`src/rtl/mem_arbiter.sv`:
```
`timescale 1ns/1ps
`default_nettype none
// ============================================================================
// Module   : mem_arbiter
// Purpose  : Two-requester (fetch / data) arbiter onto a single-port memory
//            with fixed read latency and alternating-priority arbitration.
// Revision : 1.0
// ============================================================================
module mem_arbiter #(
  parameter int MEM_LAT = 2,
  parameter int AW      = 32,
  parameter int DW      = 32
) (
  input  logic          clk,
  input  logic          rst_n,
  input  logic          if_req,
  input  logic [AW-1:0] if_addr,
  output logic [DW-1:0] if_rdata,
  output logic          if_ready,
  input  logic          dm_req,
  input  logic          dm_we,
  input  logic [AW-1:0] dm_addr,
  input  logic [DW-1:0] dm_wdata,
  output logic [DW-1:0] dm_rdata,
  output logic          dm_ready,
  output logic          mem_en,
  output logic          mem_we,
  output logic [AW-1:0] mem_addr,
  output logic [DW-1:0] mem_wdata,
  input  logic [DW-1:0] mem_rdata
);

  typedef enum logic [1:0] {
    IDLE  = 2'd0,
    ISSUE = 2'd1,
    WAIT  = 2'd2,
    DONE  = 2'd3
  } state_t;

  localparam logic [2:0] c_last_cnt = 3'(MEM_LAT - 1);

  state_t     r_state;
  logic       r_owner_dm;
  logic       r_last_dm;
  logic       r_store;
  logic [2:0] r_cnt;
  logic       w_grant_dm;

  // Data side wins unless it was the previous grantee and fetch is also waiting.
  assign w_grant_dm = dm_req && (!if_req || !r_last_dm);

  always_ff @(posedge clk or negedge rst_n) begin
    if (!rst_n) begin
      r_state    <= IDLE;
      r_owner_dm <= 1'b0;
      r_last_dm  <= 1'b0;
      r_store    <= 1'b0;
      r_cnt      <= 3'd0;
      mem_en     <= 1'b0;
      mem_we     <= 1'b0;
      mem_addr   <= '0;
      mem_wdata  <= '0;
      if_rdata   <= '0;
      dm_rdata   <= '0;
      if_ready   <= 1'b0;
      dm_ready   <= 1'b0;
    end else begin
      mem_en   <= 1'b0;
      mem_we   <= 1'b0;
      if_ready <= 1'b0;
      dm_ready <= 1'b0;
      case (r_state)
        IDLE: begin
          if (if_req || dm_req) begin
            r_owner_dm <= w_grant_dm;
            r_last_dm  <= w_grant_dm;
            r_store    <= w_grant_dm && dm_we;
            mem_en     <= 1'b1;
            mem_we     <= w_grant_dm && dm_we;
            mem_addr   <= w_grant_dm ? dm_addr : if_addr;
            mem_wdata  <= w_grant_dm ? dm_wdata : '0;
            r_state    <= ISSUE;
          end
        end
        ISSUE: begin
          r_cnt   <= 3'd0;
          r_state <= WAIT;
        end
        WAIT: begin
          if (r_cnt == c_last_cnt) begin
            // mem_rdata is valid only in this final wait cycle.
            if (r_owner_dm) begin
              if (!r_store) begin
                dm_rdata <= mem_rdata;
              end
              dm_ready <= 1'b1;
            end else begin
              if_rdata <= mem_rdata;
              if_ready <= 1'b1;
            end
            r_state <= DONE;
          end else begin
            r_cnt <= r_cnt + 3'd1;
          end
        end
        DONE: begin
          r_state <= IDLE;
        end
        default: begin
          r_state <= IDLE;
        end
      endcase
    end
  end

endmodule
`default_nettype wire
```
`config.mk`:
```
export PLATFORM = sky130hd
export DESIGN_NAME = mem_arbiter
export DESIGN_NICKNAME = d
export VERILOG_FILES = /design/src/rtl/mem_arbiter.sv
export SDC_FILE = /design/constraint.sdc
export NUM_CORES = 1
export LEC_CHECK = 0
export ABC_AREA = 1
export ABC_CLOCK_PERIOD_IN_PS = 1350
export CAP_MARGIN = 10
export CORE_ASPECT_RATIO = 0.75
export CORE_MARGIN = 2
export CORE_UTILIZATION = 38
export CTS_BUF_LIST = sky130_fd_sc_hd__clkbuf_16
export DETAILED_ROUTE_END_ITERATION = 10
export PLACE_DENSITY = 0.76
export SETUP_SLACK_MARGIN = 0.2
export SLEW_MARGIN = 20
export SYNTH_ARGS = -nofsm -noshare
export SYNTH_HDL_FRONTEND = slang
export SYNTH_SLANG_ARGS = --single-unit
export TNS_END_PERCENT = 5
```
`constraint.sdc`:
```
create_clock -name clk -period 1.35 [get_ports clk]
set_input_delay 0.2025 -clock clk [delete_from_list [all_inputs] [get_ports clk]]
set_output_delay 0.2025 -clock clk [all_outputs]
set_load 0.02 [all_outputs]
```
==> Yosys cells after proc, flatten, opt, wreduce, memory -nomap -nowiden <==
Index checks and enable logic that the tools add are counted.
{ "classes": {"n_eq_ne": 7, "muxes": 17, "bitwise_logic": 2, "n_addsub": 1, "n_reduce_logical": 13} }
{ "ops": {"columns": ["operator", "n"], "rows": [
  ["32-bit 2-to-1 mux", 2],
  ["1-bit 2-to-1 mux", 10],
  ["2-bit case mux with 4 select lines", 1],
  ["2-bit != test, second input constant", 3],
  ["3-bit case mux with 2 select lines", 1],
  ["2-bit AND reduction", 3],
  ["2-bit equality test, second input constant", 2],
  ["2-bit 2-to-1 mux", 2],
  ["4-bit AND reduction", 1],
  ["3-bit by 1-bit adder with 3-bit output, second input constant", 1],
  ["3-bit by 1-bit equality test with 1-bit output, second input constant", 1],
  ["3-bit 2-to-1 mux", 1],
  ["3-bit AND reduction", 1],
  ["2-bit by 1-bit equality test with 1-bit output, second input constant", 1],
  ["1-bit logical AND", 2],
  ["1-bit zero test", 2],
  ["2-bit zero test", 1],
  ["1-bit logical OR", 2],
  ["1-bit inverter", 2],
  ["2-bit nonzero test", 1]
]} }
{ "word_totals": {"reg_bits": 139, "out_inout_bits": 132} }

==> Longest topological paths before layout <==
Gate-level depths: netlist of the first run.
{ "depth": {"word_depth": 6, "depth_mapped": 9} }

==> Worst setup path after synthesis of the first run <==
Ideal clock, no wire load.
{ "synth_timing": {"kind": "flip-flop to flip-flop", "startpoint": "register r_state[0]", "endpoint": "register mem_addr[21]", "setup_time_ns": 0.118, "slack_ns": -0.044, "t_arrival_ns": 1.276, "period_less_slack_ns": 1.394, "t_required_ns": 1.232, "n_path_buf": 2, "stages_incl_launch_ff": 10, "path_cell_list": "dfrtp_1 > inv_1 > ha_1 > inv_2 > nor2_4 > inv_2 > buf_6 > buf_2 > nand2_1 > nand2_1"} }
{ "synth_between": {"elab_chain_cells": 2} }
{ "synth_lines": {"columns": ["item", "line_no", "text"], "rows": [
  ["start, declared", "42", "state_t r_state;"],
  ["start signal, assigned", "54", "r_state <= IDLE;"],
  ["start signal, assigned", "82", "r_state <= ISSUE;"],
  ["start signal, assigned", "87", "r_state <= WAIT;"],
  ["2-bit zero test", "72", "case (r_state)"],
  ["2-bit AND reduction (no source line)", null, null],
  ["end signal, assigned", "80", "mem_addr <= w_grant_dm ? dm_addr : if_addr;"],
  ["end, declared", "28", "output logic [AW-1:0] mem_addr,"]
]} }
Every way passes these cells.
A chain may end at the register's enable or synchronous reset.

==> Worst setup path in the final report of the first run <==
{ "layout_timing": {"startpoint": "register r_cnt[1]", "endpoint": "register if_rdata[30]"} }
{ "layout_between": {"elab_chain_cells": 2} }
{ "layout_lines": {"columns": ["item", "line_no", "text"], "rows": [
  ["start, declared", "46", "logic [2:0] r_cnt;"],
  ["start signal, assigned", "103", "r_cnt <= r_cnt + 3'd1;"],
  ["3-bit by 1-bit equality test with 1-bit output", "90", "if (r_cnt == c_last_cnt) begin"],
  ["3-bit AND reduction (no source line)", null, null],
  ["end signal, assigned", "98", "if_rdata <= mem_rdata;"],
  ["end, declared", "18", "output logic [DW-1:0] if_rdata,"]
]} }
Every way passes these cells.

==> impl_results.html, run 1 <==
<table>
<tr><th>Metric</th><th>Value</th></tr>
<tr><th colspan="2">Route</th></tr>
<tr><td>Average detailed-routed wire length per instance</td><td>14.6 um</td></tr>
<tr><td>DRC violation total after the first TritonRoute iteration</td><td>220</td></tr>
<tr><td>Vias</td><td>5860</td></tr>
<tr><td>Sum of routed wire length over all layers</td><td>18400 um</td></tr>
<tr><td>Remaining design rule violation count</td><td>0</td></tr>
<tr><td>Ratio of routed vias to standard cells</td><td>4.66</td></tr>
<tr><td>DRT Pass-1 Iters</td><td>4</td></tr>
<tr><td>Antenna-violating nets left</td><td>0</td></tr>
<tr><th colspan="2">Die</th></tr>
<tr><td>Core ar.</td><td>15400 um^2</td></tr>
<tr><td>I/O Pins</td><td>265</td></tr>
<tr><td>Cell Rows</td><td>39</td></tr>
<tr><td>Effective utilization at floorplan</td><td>39.2%</td></tr>
<tr><td>Die Footprint</td><td>16900 um^2</td></tr>
<tr><td>Die extent in y</td><td>113 um</td></tr>
<tr><td>Die extent in x</td><td>149 um</td></tr>
<tr><th colspan="2">Pwr</th></tr>
<tr><td>Part of the total power dissipated in combinational logic</td><td>49.9%</td></tr>
<tr><td>Cell-internal power</td><td>0.0146 W</td></tr>
<tr><td>Leakage component of the power</td><td>5.29 nW</td></tr>
<tr><td>PD cells</td><td>2410 nW/um^2</td></tr>
<tr><td>Share of total power consumed by net switching</td><td>40.2%</td></tr>
<tr><td>Total power of the final layout</td><td>0.0245 W</td></tr>
<tr><td>Worst vdd ir</td><td>0.000871 V</td></tr>
<tr><td>Psw</td><td>0.00985 W</td></tr>
<tr><td>Power share of the sequential group</td><td>31.5%</td></tr>
<tr><td>Clk pwr share</td><td>18.7%</td></tr>
<tr><th colspan="2">Logic synthesis</th></tr>
<tr><td>Number of storage elements in the synthesis netlist</td><td>139</td></tr>
<tr><td>Per-instance average area after synthesis</td><td>8.05 um^2</td></tr>
<tr><td>Fraction of synthesized cell area taken by the top area cell type</td><td>57.8%</td></tr>
<tr><td>Leading cell type by number of instances after synthesis</td><td>nand2_1</td></tr>
<tr><td>Fraction of the yosys area taken by sequential cells</td><td>57.8%</td></tr>
<tr><td>Number of enable flip-flop cells after synthesis</td><td>0</td></tr>
<tr><td>Synth top cells by count</td><td>nand2_1, dfrtp_1, inv_1</td></tr>
<tr><td>Gate Count Post-Synth</td><td>748</td></tr>
<tr><td>Summed instance area of the synthesized netlist</td><td>6020 um^2</td></tr>
<tr><td>Most area-hungry cell type in the Yosys netlist</td><td>dfrtp_1</td></tr>
<tr><td>Number of different library cells in the post-synthesis netlist</td><td>19</td></tr>
<tr><td>Net count after synthesis</td><td>886</td></tr>
<tr><td>Warning count from the yosys run</td><td>0</td></tr>
<tr><td>Biggest area contributors in the synthesized netlist</td><td>dfrtp_1, nand2_1, nand3_1</td></tr>
<tr><td>Proportion of register bits with asynchronous set or reset after synthesis</td><td>100%</td></tr>
<tr><td>Commonest register cell after synthesis</td><td>dfrtp_1</td></tr>
<tr><th colspan="2">Clock tree</th></tr>
<tr><td>Clock tree from TritonCTS</td><td>yes</td></tr>
<tr><td>Insertion delay of the later-clocked pin in the worst-skew pair</td><td>0.42 ns</td></tr>
<tr><td>Max H-tree Level</td><td>4</td></tr>
<tr><td>Clock input transition at the sequential cells of the worst setup and hold paths</td><td>0.06 ns</td></tr>
<tr><td>Clock Sink Count</td><td>139</td></tr>
<tr><td>Total CTS buffers</td><td>17</td></tr>
<tr><td>Buffer depth of the longest clock path</td><td>2</td></tr>
<tr><td>Clock root buffer</td><td>clkbuf_16</td></tr>
<tr><th colspan="2">STA</th></tr>
<tr><td>Minimum setup slack in the final design</td><td>-0.0568 ns</td></tr>
<tr><td>Highest clock rate</td><td>711 MHz</td></tr>
<tr><td>Time the worst path needs with I/O delays and setup</td><td>1.41 ns</td></tr>
<tr><td>RSZ-0062 raised after global routing</td><td>yes</td></tr>
<tr><td>Worst-margin pin slew</td><td>0.349 ns</td></tr>
<tr><td>Worst max-slew margin expressed relative to the limit</td><td>76.7%</td></tr>
<tr><td>Final hold viol count</td><td>0</td></tr>
<tr><td>Accumulated negative setup slack</td><td>-1.10 ns</td></tr>
<tr><td>Worst-case clock skew</td><td>0.00690 ns</td></tr>
<tr><td>Share of the cycle needed by the critical path after routing</td><td>104%</td></tr>
<tr><td>Final setup vio count</td><td>60</td></tr>
<tr><td>Max Transition Viols Final</td><td>0</td></tr>
<tr><th colspan="2">GRT</th></tr>
<tr><td>Overall track demand over capacity in global routing</td><td>22.4%</td></tr>
<tr><td>Met1 Track Usage GR</td><td>27.7%</td></tr>
<tr><td>Pin count of the biggest net entering global routing</td><td>36</td></tr>
<tr><td>Via count of the first global-routing pass</td><td>5869</td></tr>
<tr><td>M3 GR Usage</td><td>6.77%</td></tr>
<tr><td>Most utilized layer in the global route result</td><td>met2</td></tr>
<tr><td>Antenna violations before repair</td><td>0</td></tr>
<tr><td>Global-route congestion overflow total</td><td>0</td></tr>
<tr><td>Met2 Use GR</td><td>37.0%</td></tr>
<tr><td>First-pass GRT wire length</td><td>29700 um</td></tr>
<tr><th colspan="2">Cells and area</th></tr>
<tr><td>Proportion of layout cells with a drive suffix above 1</td><td>23.9%</td></tr>
<tr><td>Multi-input logic area</td><td>2230 um^2</td></tr>
<tr><td>Antenna diode count</td><td>0</td></tr>
<tr><td>Net count, final</td><td>1178</td></tr>
<tr><td>Number of filler cells placed in the layout</td><td>1263</td></tr>
<tr><td>Finished layout cell area</td><td>10100 um^2</td></tr>
<tr><td>Storage cell area</td><td>3480 um^2</td></tr>
<tr><td>Area overhead of the layout relative to synthesis</td><td>68.6%</td></tr>
<tr><th colspan="2">Setup path</th></tr>
<tr><td>Crit path from</td><td>r_cnt[1]</td></tr>
<tr><td>Worst setup path class</td><td>reg -&gt; reg</td></tr>
<tr><td>Worst EP arrival</td><td>1.76 ns</td></tr>
<tr><td>Crit. End Element</td><td>register</td></tr>
<tr><td>Maximum fanout count along the critical path</td><td>8</td></tr>
<tr><td>Critical Path Start Type</td><td>register</td></tr>
<tr><td>Endpoint required time on the critical path</td><td>1.71 ns</td></tr>
<tr><td>Reg-to-reg critical path startpoint</td><td>r_cnt[1]</td></tr>
<tr><th colspan="2">Placement</th></tr>
<tr><td>Area after DPL</td><td>9140 um^2</td></tr>
<tr><td>Final weighted congestion of routability-driven global placement</td><td>0.789</td></tr>
<tr><td>Setup slack at placement</td><td>-0.160 ns</td></tr>
<tr><td>Dpl hpwl</td><td>12600 um</td></tr>
<tr><td>I/O Buffers</td><td>264</td></tr>
<tr><th colspan="2">Worst hold path</th></tr>
<tr><td>Worst min path class</td><td>in -&gt; async</td></tr>
<tr><th colspan="2">Run status</th></tr>
<tr><td>Outcome</td><td>finished, violations left</td></tr>
<tr><td>Violations in the final reports</td><td>setup timing</td></tr>
<tr><th colspan="2">Flow run</th></tr>
<tr><td>Max-cap violation count</td><td>0</td></tr>
</table>
-- worst max-delay path: stages, from the launching register on --
cell and delay, ns:
dfrtp_1 0.39, inv_2 0.07, ha_4 0.15, nand3_4 0.11, nor2_4 0.14, buf_6 0.14
buf_12 0.10, buf_16 0.14, nand2_2 0.05, nand2_1 0.06
-- per-layer routing --
metal / share of wire [%] / wire length (um) / vias up
met4: 2.4 / 435 / 0
met2: 48 / 8740 / 242
li1: - / - / 2864
met1: 42 / 7640 / 2717
met3: 8.4 / 1540 / 37
met5: 0 / 0 / -
-- cell usage in the layout (no fill, tap or decap), types with 2 or more instances in the layout --
cell             instances
buf_6                  113
nand3_1                 66
buf_2                   18
nor2_4                   3
nand2_1                351
ha_4                     3
clkbuf_16               17
ha_1                     2
dlygate4sd2_1            2
nand2_2                 19
inv_1                   71
clkinvlp_4               3
inv_2                    6
or2_2                    2
buf_4                   25
buf_16                   3
clkinv_4                 3
clkdlybuf4s50_1        131
o21ai_1                 32
nor2_1                   3
o21ai_2                  3
dfrtp_1                139
nand2_4                  7
inv_6                    3
buf_12                  16
bufinv_16                2
-- per-stage QoR --
stage / utilization (%) / std cells / hold WS, ns
2_1_floorplan: - / 748 / -0.0931
3_3_place_gp: 59.4 / 1211 / 0.122
3_5_place_dp: 59.4 / 1211 / 0.120
4_1_cts: 65.3 / 1257 / 0.254
5_1_grt: 66.0 / 1258 / 0.272
6_report: 66.0 / 1258 / 0.248
-- layout make-up --
| type | count | share of cell area (%) |
|---|---|---|
| sequential | 139 | 34.3 |
| inverter | 76 | 2.84 |
| clock inverter | 15 | 1.49 |
| tap | 205 | 2.53 |
| timing repair buffer | 311 | 32.7 |
| multi-input combinational | 495 | 22.0 |
| clock buffer | 17 | 4.19 |
-- registers in the layout, summed over array words and instances, names as in the netlist --
register	count
mem_addr	32
r_last_dm	1
mem_we	1
r_store	1
r_cnt	3
mem_en	1
r_state	2
mem_wdata	32
if_rdata	32
dm_rdata	32
if_ready	1
dm_ready	1
-- repair_timing --
| action | in CTS | in global routing |
|---|---|---|
| buffers inserted | 10 | 1 |
| hold endpoints to repair | 42 | 0 |
| endpoints found under the setup margin | 271 | 270 |
| hold buffers | 1 | 0 |
| resized for setup | 657 | 143 |
| pin swaps | 9 | 9 |
| gates cloned | 3 | 0 |
-- path summary, 6_finish.rpt --
| path | endpoint | slack (ns) | depth (start not counted) |
|---|---|---|---|
| hold reg to reg | mem_addr[2] | 0.47 | 2 |
| min in group clk | mem_wdata[3] | 0.31 | 3 |
| setup / recovery | if_rdata[30] | -0.06 | 9 |
| hold / removal | mem_wdata[15] | 0.25 | 2 |
| max in group asynchronous | dm_rdata[30] | 0.58 | 3 |
| setup reg to reg | if_rdata[30] | -0.06 | 9 |
-- power groups by stage --
stage	clock, W	combinational [W]	sequential [W]
6_report	0.00457	0.0122	0.00770
5_1_grt	0.00485	0.0132	0.00794
4_1_cts	0.00466	0.0120	0.00764
3_5_place_dp	0	0.0117	0.00738
3_3_place_gp	0	0.0115	0.00732
2_1_floorplan	0	0.00339	0.00971
-- kinds of logic (layout without fill, tap and decap cells) --
group,Yosys count,count (layout),synth area share (%)
AO/OA/AOI/OAI,35,35,2.91
adder cells (fa/ha/maj),5,5,1.04
buffers and inverters,114,419,8.00
flip-flops,139,139,57.8
AND/OR/NAND/NOR,455,455,30.2
Power figures use the tool's default switching activity.
==> run 2: changes to the inputs <==
- PLACE_DENSITY: 0.76 -> 0.77
- SLEW_MARGIN: 20 -> not set
==> run 2 against run 1 <==
Net effect:
- the run still ends with setup timing left
- final area fell by 0.44%
- combinational power about the same
- power is 0.74% higher
- worst hold slack worse by 0.031 ns
- sequential share of layout area increased by 0.15 points
- cell count stayed put
- clock power fell by 4%
- sequential cell count is the same
- wire length is 1.5% higher
- maximum frequency shrank 2.6%
- global-route usage is 0.24 points lower
- via count decreased by 0.87%
- largest power group unchanged
==> impl_results.html, run 2 (synthesized netlist as in run 1, its figures left out) <==
<table>
<tr><th>Metric</th><th>Value</th></tr>
<tr><th colspan="2">Pwr</th></tr>
<tr><td>Leakage component of the power</td><td>5.23 nW (was 5.29 nW)</td></tr>
<tr><td>PD cells</td><td>2440 nW/um^2 (was 2410 nW/um^2)</td></tr>
<tr><td>Worst vdd ir</td><td>0.000966 V (was 0.000871 V)</td></tr>
<tr><td>Total power of the final layout</td><td>0.0247 W (was 0.0245 W)</td></tr>
<tr><th colspan="2">STA</th></tr>
<tr><td>Minimum setup slack in the final design</td><td>-0.0946 ns (was -0.0568 ns)</td></tr>
<tr><td>Final setup vio count</td><td>104 (was 60)</td></tr>
<tr><td>Max Transition Viols Final</td><td>0 (unchanged)</td></tr>
<tr><td>Post-route worst hold slack</td><td>0.217 ns (was 0.248 ns)</td></tr>
<tr><td>Time the worst path needs with I/O delays and setup</td><td>1.44 ns (was 1.41 ns)</td></tr>
<tr><td>Highest clock rate</td><td>692 MHz (was 711 MHz)</td></tr>
<tr><td>Worst max-slew margin expressed relative to the limit</td><td>82.5% (was 76.7%)</td></tr>
<tr><td>Share of the cycle needed by the critical path after routing</td><td>107% (was 104%)</td></tr>
<tr><td>Final hold viol count</td><td>0 (unchanged)</td></tr>
<tr><td>Worst-case clock skew</td><td>0.00742 ns (was 0.00690 ns)</td></tr>
<tr><td>RSZ-0062 raised after global routing</td><td>yes (unchanged)</td></tr>
<tr><td>Worst-margin pin slew</td><td>0.263 ns (was 0.349 ns)</td></tr>
<tr><td>Accumulated negative setup slack</td><td>-4.15 ns (was -1.10 ns)</td></tr>
<tr><th colspan="2">Cells and area</th></tr>
<tr><td>Number of filler cells placed in the layout</td><td>1270 (was 1263)</td></tr>
<tr><td>Final Util</td><td>65.7% (was 66.0%)</td></tr>
<tr><td>Antenna diode count</td><td>0 (unchanged)</td></tr>
<tr><td>Leading cell types in the layout, fill and taps excluded</td><td>nand2_1, dfrtp_1, clkdlybuf4s50_1, buf_6, inv_1 (unchanged)</td></tr>
<tr><td>Storage cell area</td><td>3480 um^2 (unchanged)</td></tr>
<tr><td>Proportion of layout cells with a drive suffix above 1</td><td>23.7% (was 23.9%)</td></tr>
<tr><td>Commonest non-fill, non-tap cell in the layout</td><td>nand2_1 (unchanged)</td></tr>
<tr><td>Multi-input logic area</td><td>2200 um^2 (was 2230 um^2)</td></tr>
<tr><td>Net count, final</td><td>1178 (unchanged)</td></tr>
<tr><td>Area overhead of the layout relative to synthesis</td><td>67.8% (was 68.6%)</td></tr>
<tr><th colspan="2">Setup path</th></tr>
<tr><td>Maximum fanout count along the critical path</td><td>9 (was 8)</td></tr>
<tr><td>Worst setup path class</td><td>reg -&gt; reg (unchanged)</td></tr>
<tr><td>Crit. End Element</td><td>register (unchanged)</td></tr>
<tr><td>Logic depth of the worst register-to-register path</td><td>8 (was 9)</td></tr>
<tr><td>Critical Path Start Type</td><td>register (unchanged)</td></tr>
<tr><td>Endpoint required time on the critical path</td><td>1.70 ns (was 1.71 ns)</td></tr>
<tr><td>Worst reg2reg setup slack</td><td>-0.09 ns (was -0.06 ns)</td></tr>
<tr><td>Worst EP arrival</td><td>1.79 ns (was 1.76 ns)</td></tr>
<tr><td>Critical R2R Capture</td><td>mem_addr[6] (was if_rdata[30])</td></tr>
<tr><td>Reg-to-reg critical path startpoint</td><td>r_state[1] (was r_cnt[1])</td></tr>
<tr><th colspan="2">Route</th></tr>
<tr><td>DRC violation total after the first TritonRoute iteration</td><td>241 (was 220)</td></tr>
<tr><td>Remaining design rule violation count</td><td>0 (unchanged)</td></tr>
<tr><td>Sum of routed wire length over all layers</td><td>18600 um (was 18400 um)</td></tr>
<tr><td>Met1 Routed Length</td><td>7800 um (was 7640 um)</td></tr>
<tr><td>DRT Pass-1 Iters</td><td>5 (was 4)</td></tr>
<tr><td>Vias</td><td>5809 (was 5860)</td></tr>
<tr><td>Highest metal layer used by the detailed router</td><td>met4 (unchanged)</td></tr>
<tr><td>Met3 WL</td><td>1570 um (was 1540 um)</td></tr>
<tr><td>Ratio of routed vias to standard cells</td><td>4.62 (was 4.66)</td></tr>
<tr><td>Met2 routed wirelength</td><td>8880 um (was 8740 um)</td></tr>
<tr><td>Average detailed-routed wire length per instance</td><td>14.8 um (was 14.6 um)</td></tr>
<tr><td>Antenna-violating nets left</td><td>0 (unchanged)</td></tr>
<tr><th colspan="2">Clock tree</th></tr>
<tr><td>Clock tree from TritonCTS</td><td>yes (unchanged)</td></tr>
<tr><td>Clock root buffer</td><td>clkbuf_16 (unchanged)</td></tr>
<tr><td>Clock input transition at the sequential cells of the worst setup and hold paths</td><td>0.06 ns (about the same)</td></tr>
<tr><td>Total CTS buffers</td><td>17 (unchanged)</td></tr>
<tr><td>Clock Sink Count</td><td>139 (unchanged)</td></tr>
<tr><td>Insertion delay of the later-clocked pin in the worst-skew pair</td><td>0.42 ns (about the same)</td></tr>
<tr><td>Max H-tree Level</td><td>4 (unchanged)</td></tr>
<tr><td>Buffer depth of the longest clock path</td><td>2 (unchanged)</td></tr>
<tr><th colspan="2">Die</th></tr>
<tr><td>Die extent in x</td><td>149 um (unchanged)</td></tr>
<tr><td>Die Footprint</td><td>16900 um^2 (unchanged)</td></tr>
<tr><td>Cell Rows</td><td>39 (unchanged)</td></tr>
<tr><td>Core ar.</td><td>15400 um^2 (unchanged)</td></tr>
<tr><td>Die extent in y</td><td>113 um (unchanged)</td></tr>
<tr><td>Effective utilization at floorplan</td><td>39.2% (unchanged)</td></tr>
<tr><td>I/O Pins</td><td>265 (unchanged)</td></tr>
<tr><th colspan="2">GRT</th></tr>
<tr><td>Antenna violations before repair</td><td>0 (unchanged)</td></tr>
<tr><td>Via count of the first global-routing pass</td><td>5671 (was 5869)</td></tr>
<tr><td>Pin count of the biggest net entering global routing</td><td>40 (was 36)</td></tr>
<tr><td>First-pass GRT wire length</td><td>29300 um (was 29700 um)</td></tr>
<tr><td>Global-route congestion overflow total</td><td>0 (unchanged)</td></tr>
<tr><td>Overall track demand over capacity in global routing</td><td>22.2% (was 22.4%)</td></tr>
<tr><th colspan="2">Worst hold path</th></tr>
<tr><td>Worst min path class</td><td>in -&gt; async (unchanged)</td></tr>
<tr><th colspan="2">Run status</th></tr>
<tr><td>Outcome</td><td>finished, violations left (unchanged)</td></tr>
<tr><td>Violations in the final reports</td><td>setup timing (unchanged)</td></tr>
<tr><th colspan="2">Placement</th></tr>
<tr><td>Final weighted congestion of routability-driven global placement</td><td>0.817 (was 0.789)</td></tr>
<tr><td>Setup slack at placement</td><td>-0.151 ns (was -0.160 ns)</td></tr>
<tr><td>Dpl hpwl</td><td>12800 um (was 12600 um)</td></tr>
<tr><td>I/O Buffers</td><td>264 (unchanged)</td></tr>
<tr><th colspan="2">Flow run</th></tr>
<tr><td>Max-cap violation count</td><td>0 (unchanged)</td></tr>
</table>
[run 2: cell types whose count changed in the layout (fill, tap and decap cells not counted), moves of 3 or more]
| cell | previous run | this run |
|---|---|---|
| buf_12 | 16 | 13 |
| buf_16 | 3 | 0 |
| buf_2 | 18 | 11 |
| buf_6 | 113 | 124 |
| clkbuf_16 | 17 | 20 |
| nand2_4 | 7 | 3 |
[run 2: worst max-delay path by stage]
stage / start / cells past startpoint / endpoint / slack (ns)
after floorplan: r_state[1] / 9 / mem_addr[0] / 0.02
after global placement: if_req / 6 / mem_addr[9] / -0.13
after detailed placement: if_req / 6 / mem_addr[21] / -0.15
after CTS: r_state[1] / 8 / r_store / -0.01
after global routing: r_state[1] / 8 / mem_addr[6] / -0.17
final: r_state[1] / 8 / mem_addr[6] / -0.09
[run 2: per-stage QoR]
step / instance area (um^2) / cells
5_1_grt: 10100 / 1258
2_1_floorplan: 6070 / 748
6_report: 10100 / 1258
4_1_cts: 9990 / 1251
3_5_place_dp: 9140 / 1212
3_3_place_gp: 9140 / 1212
[run 2: final cells by class]
cell class	instances	share of cell area (%)
Multi-Input combinational cell	495	21.8
Timing Repair Buffer	311	32.9
Sequential cell	139	34.4
Clock buffer	17	4.21
Inverter	76	2.90
Clock inverter	15	1.25
Tap cell	205	2.54
[run 2: worst max-delay path, cell delays in order (launching register included)]
cell and delay (ns):
dfrtp_1 0.41, inv_2 0.10, ha_4 0.16, inv_4 0.04, nor2_4 0.16, buf_4 0.18, buf_12 0.13, nand3_1 0.10
nand2_1 0.10
[run 2: report_power, final]
part           internal [W]  leakage, nW  switching (W)
combinational       0.00591         3.26        0.00659
sequential          0.00624         1.70        0.00153
clock               0.00253        0.276        0.00186
total                0.0147         5.23        0.00998
[run 2: what timing repair did]
action | 4_1_cts | 5_1_grt
gates cloned | 2 | 3
hold buffers | 1 | 0
setup buffers | 4 | 4
endpoints found under the hold margin | 139 | 0
resized for setup | 776 | 39
pin swaps | 19 | 3
setup endpoints to repair | 270 | 271
[run 2: routing by layer]
layer  GRT usage, %  up-vias
met4           8.25        0
li1               -     2856
met3           6.85       27
met1           28.4     2668
met5              0        -
met2           35.5      258
==> run 3: changes to the inputs <==
- CAP_MARGIN: 10 -> not set
- PLACE_DENSITY: 0.77 -> 0.83
==> run 3 against run 2 <==
Net effect:
- the flow still finishes with violations (setup timing)
- maximum frequency is 0.88% higher
- global-route usage rose by 0.55 points
- largest power group unchanged
- clock power up 3%
- critical path depth is 1 lower
- largest cell class unchanged
- final area fell by 0.99%
- power decreased by 1.3%
- non-clock buffer count shrank 4
==> impl_results.html, run 3 (synthesized netlist as in run 1, its figures left out) <==
<table>
<tr><th>Metric</th><th>Value</th></tr>
<tr><th colspan="2">STA</th></tr>
<tr><td>Max Transition Viols Final</td><td>0 (unchanged)</td></tr>
<tr><td>Final setup vio count</td><td>93 (was 104)</td></tr>
<tr><td>Worst max-slew margin expressed relative to the limit</td><td>76.6% (was 82.5%)</td></tr>
<tr><td>Time the worst path needs with I/O delays and setup</td><td>1.43 ns (was 1.44 ns)</td></tr>
<tr><td>RSZ-0062 raised after global routing</td><td>yes (unchanged)</td></tr>
<tr><td>Final hold viol count</td><td>0 (unchanged)</td></tr>
<tr><td>Minimum setup slack in the final design</td><td>-0.0819 ns (was -0.0946 ns)</td></tr>
<tr><td>Highest clock rate</td><td>698 MHz (was 692 MHz)</td></tr>
<tr><td>Share of the cycle needed by the critical path after routing</td><td>106% (was 107%)</td></tr>
<tr><td>Worst-margin pin slew</td><td>0.351 ns (was 0.263 ns)</td></tr>
<tr><td>Worst-case clock skew</td><td>0.0101 ns (was 0.00742 ns)</td></tr>
<tr><th colspan="2">Clock tree</th></tr>
<tr><td>Total CTS buffers</td><td>17 (unchanged)</td></tr>
<tr><td>Buffer depth of the longest clock path</td><td>2 (unchanged)</td></tr>
<tr><td>Insertion delay of the later-clocked pin in the worst-skew pair</td><td>0.41 ns (was 0.42 ns)</td></tr>
<tr><td>Max H-tree Level</td><td>4 (unchanged)</td></tr>
<tr><td>Clock Sink Count</td><td>139 (unchanged)</td></tr>
<tr><td>Clock root buffer</td><td>clkbuf_16 (unchanged)</td></tr>
<tr><td>Clock input transition at the sequential cells of the worst setup and hold paths</td><td>0.06 ns (about the same)</td></tr>
<tr><td>Clock tree from TritonCTS</td><td>yes (unchanged)</td></tr>
<tr><th colspan="2">GRT</th></tr>
<tr><td>Via count of the first global-routing pass</td><td>6035 (was 5671)</td></tr>
<tr><td>Antenna violations before repair</td><td>0 (unchanged)</td></tr>
<tr><td>M3 GR Usage</td><td>7.38% (was 6.85%)</td></tr>
<tr><td>Met2 Use GR</td><td>38.4% (was 35.5%)</td></tr>
<tr><td>Pin count of the biggest net entering global routing</td><td>36 (was 40)</td></tr>
<tr><td>Global-route congestion overflow total</td><td>0 (unchanged)</td></tr>
<tr><td>Overall track demand over capacity in global routing</td><td>22.7% (was 22.2%)</td></tr>
<tr><td>First-pass GRT wire length</td><td>30200 um (was 29300 um)</td></tr>
<tr><td>Met1 Track Usage GR</td><td>27.4% (was 28.4%)</td></tr>
<tr><td>Most utilized layer in the global route result</td><td>met2 (unchanged)</td></tr>
<tr><th colspan="2">Run status</th></tr>
<tr><td>Outcome</td><td>finished, violations left (unchanged)</td></tr>
<tr><td>Violations in the final reports</td><td>setup timing (unchanged)</td></tr>
<tr><th colspan="2">Die</th></tr>
<tr><td>Effective utilization at floorplan</td><td>39.2% (unchanged)</td></tr>
<tr><td>I/O Pins</td><td>265 (unchanged)</td></tr>
<tr><td>Die extent in y</td><td>113 um (unchanged)</td></tr>
<tr><td>Cell Rows</td><td>39 (unchanged)</td></tr>
<tr><td>Core ar.</td><td>15400 um^2 (unchanged)</td></tr>
<tr><td>Die Footprint</td><td>16900 um^2 (unchanged)</td></tr>
<tr><td>Die extent in x</td><td>149 um (unchanged)</td></tr>
<tr><th colspan="2">Route</th></tr>
<tr><td>Sum of routed wire length over all layers</td><td>18800 um (was 18600 um)</td></tr>
<tr><td>DRT Pass-1 Iters</td><td>5 (unchanged)</td></tr>
<tr><td>Antenna-violating nets left</td><td>0 (unchanged)</td></tr>
<tr><td>Vias</td><td>5865 (was 5809)</td></tr>
<tr><td>Ratio of routed vias to standard cells</td><td>4.68 (was 4.62)</td></tr>
<tr><td>Average detailed-routed wire length per instance</td><td>15.0 um (was 14.8 um)</td></tr>
<tr><td>DRC violation total after the first TritonRoute iteration</td><td>286 (was 241)</td></tr>
<tr><td>Remaining design rule violation count</td><td>0 (unchanged)</td></tr>
<tr><th colspan="2">Pwr</th></tr>
<tr><td>Worst vdd ir</td><td>0.000993 V (was 0.000966 V)</td></tr>
<tr><td>Total power of the final layout</td><td>0.0243 W (was 0.0247 W)</td></tr>
<tr><td>Leakage component of the power</td><td>5.24 nW (was 5.23 nW)</td></tr>
<tr><td>PD cells</td><td>2430 nW/um^2 (was 2440 nW/um^2)</td></tr>
<tr><th colspan="2">Setup path</th></tr>
<tr><td>Crit path from</td><td>r_state[1] (unchanged)</td></tr>
<tr><td>Critical Path Start Type</td><td>register (unchanged)</td></tr>
<tr><td>Endpoint required time on the critical path</td><td>1.70 ns (about the same)</td></tr>
<tr><td>Crit. End Element</td><td>register (unchanged)</td></tr>
<tr><td>Reg-to-reg critical path startpoint</td><td>r_state[1] (unchanged)</td></tr>
<tr><td>Maximum fanout count along the critical path</td><td>10 (was 9)</td></tr>
<tr><td>Worst setup path class</td><td>reg -&gt; reg (unchanged)</td></tr>
<tr><td>Worst EP arrival</td><td>1.78 ns (was 1.79 ns)</td></tr>
<tr><th colspan="2">Cells and area</th></tr>
<tr><td>Leading cell types in the layout, fill and taps excluded</td><td>nand2_1, dfrtp_1, clkdlybuf4s50_1, buf_6, inv_1 (unchanged)</td></tr>
<tr><td>Commonest non-fill, non-tap cell in the layout</td><td>nand2_1 (unchanged)</td></tr>
<tr><td>Final Util</td><td>65.1% (was 65.7%)</td></tr>
<tr><td>Number of filler cells placed in the layout</td><td>1297 (was 1270)</td></tr>
<tr><td>Net count, final</td><td>1174 (was 1178)</td></tr>
<tr><td>Antenna diode count</td><td>0 (unchanged)</td></tr>
<tr><td>Proportion of layout cells with a drive suffix above 1</td><td>22.2% (was 23.7%)</td></tr>
<tr><td>Area overhead of the layout relative to synthesis</td><td>66.2% (was 67.8%)</td></tr>
<tr><td>Count of placed standard cells in the final layout, fillers left out</td><td>1254 (was 1258)</td></tr>
<tr><th colspan="2">Placement</th></tr>
<tr><td>Dpl hpwl</td><td>13100 um (was 12800 um)</td></tr>
<tr><td>Final weighted congestion of routability-driven global placement</td><td>0.848 (was 0.817)</td></tr>
<tr><td>I/O Buffers</td><td>264 (unchanged)</td></tr>
<tr><td>Cell count after placement</td><td>1210 (was 1212)</td></tr>
<tr><th colspan="2">Worst hold path</th></tr>
<tr><td>Worst min path class</td><td>in -&gt; async (unchanged)</td></tr>
<tr><th colspan="2">Flow run</th></tr>
<tr><td>Max-cap violation count</td><td>0 (unchanged)</td></tr>
</table>
## run 3: cell count changes in the layout (fill, tap and decap cells not counted), moves of 2 or more
cell / change
clkbuf_16: -2
o21ai_1: -2
dlygate4sd2_1: +5
nand2_4: +2
nand2_1: +6
buf_2: +6
buf_6: -18
nand2_2: -8
o21ai_0: +2
## run 3: area by class of cell
class / count / area (um^2) / area share (%)
Inverter: 76 / 288 / 2.88
Timing Repair Buffer: 307 / 3220 / 32.2
Sequential cell: 139 / 3480 / 34.8
Tap cell: 205 / 256 / 2.56
Clock inverter: 15 / 150 / 1.50
Multi-Input combinational cell: 495 / 2180 / 21.8
Clock buffer: 17 / 425 / 4.25
## run 3: worst max-delay path: stages, from the launching register on
cell       delay (ns)
dfrtp_1          0.37
buf_4            0.13
ha_4             0.14
nand3_4          0.10
nor2_4           0.20
bufbuf_16        0.31
nand2_1          0.07
nand2_1          0.06
## run 3: what timing repair did
item | 4_1_cts | 5_1_grt
hold buffers | 1 | 0
endpoints found under the setup margin | 270 | 270
gates resized for setup | 611 | 142
pin swaps | 10 | 8
setup buffers | 6 | 3
hold endpoints to repair | 93 | 0
gates cloned | 1 | 1
## run 3: through the flow
stage / hold WS, ns / worst slack [ns] / instance area, um^2 / TNS, ns
global placement: 0.110 / -0.138 / 9140 / -7.82
CTS: 0.258 / -0.0669 / 9940 / -4.26
global route: 0.274 / -0.153 / 10000 / -13.80
detailed placement: 0.108 / -0.168 / 9140 / -10.42
finish: 0.272 / -0.0819 / 10000 / -3.34
floorplan: -0.0931 / 0.0210 / 6070 / 0
## run 3: power breakdown
part	internal (W)	switching, W
logic	0.00560	0.00652
registers	0.00624	0.00145
clock network	0.00272	0.00181
total	0.0146	0.00979
## run 3: path summary, 6_finish.rpt
check	endpoint	slack [ns]	depth (start not counted)
min reg2reg	mem_wdata[19]	0.47	2
min in group clk	mem_wdata[6]	0.33	3
max	if_rdata[27]	-0.08	7
max in group asynchronous	mem_addr[11]	0.56	3
max reg2reg	if_rdata[27]	-0.08	7
min	dm_rdata[25]	0.27	2
## run 3: routing by layer
layer	up-vias	share of wire (%)
met1	2731	41
li1	2853	-
met3	31	8.4
met2	250	49
met4	0	1.9
met5	-	0
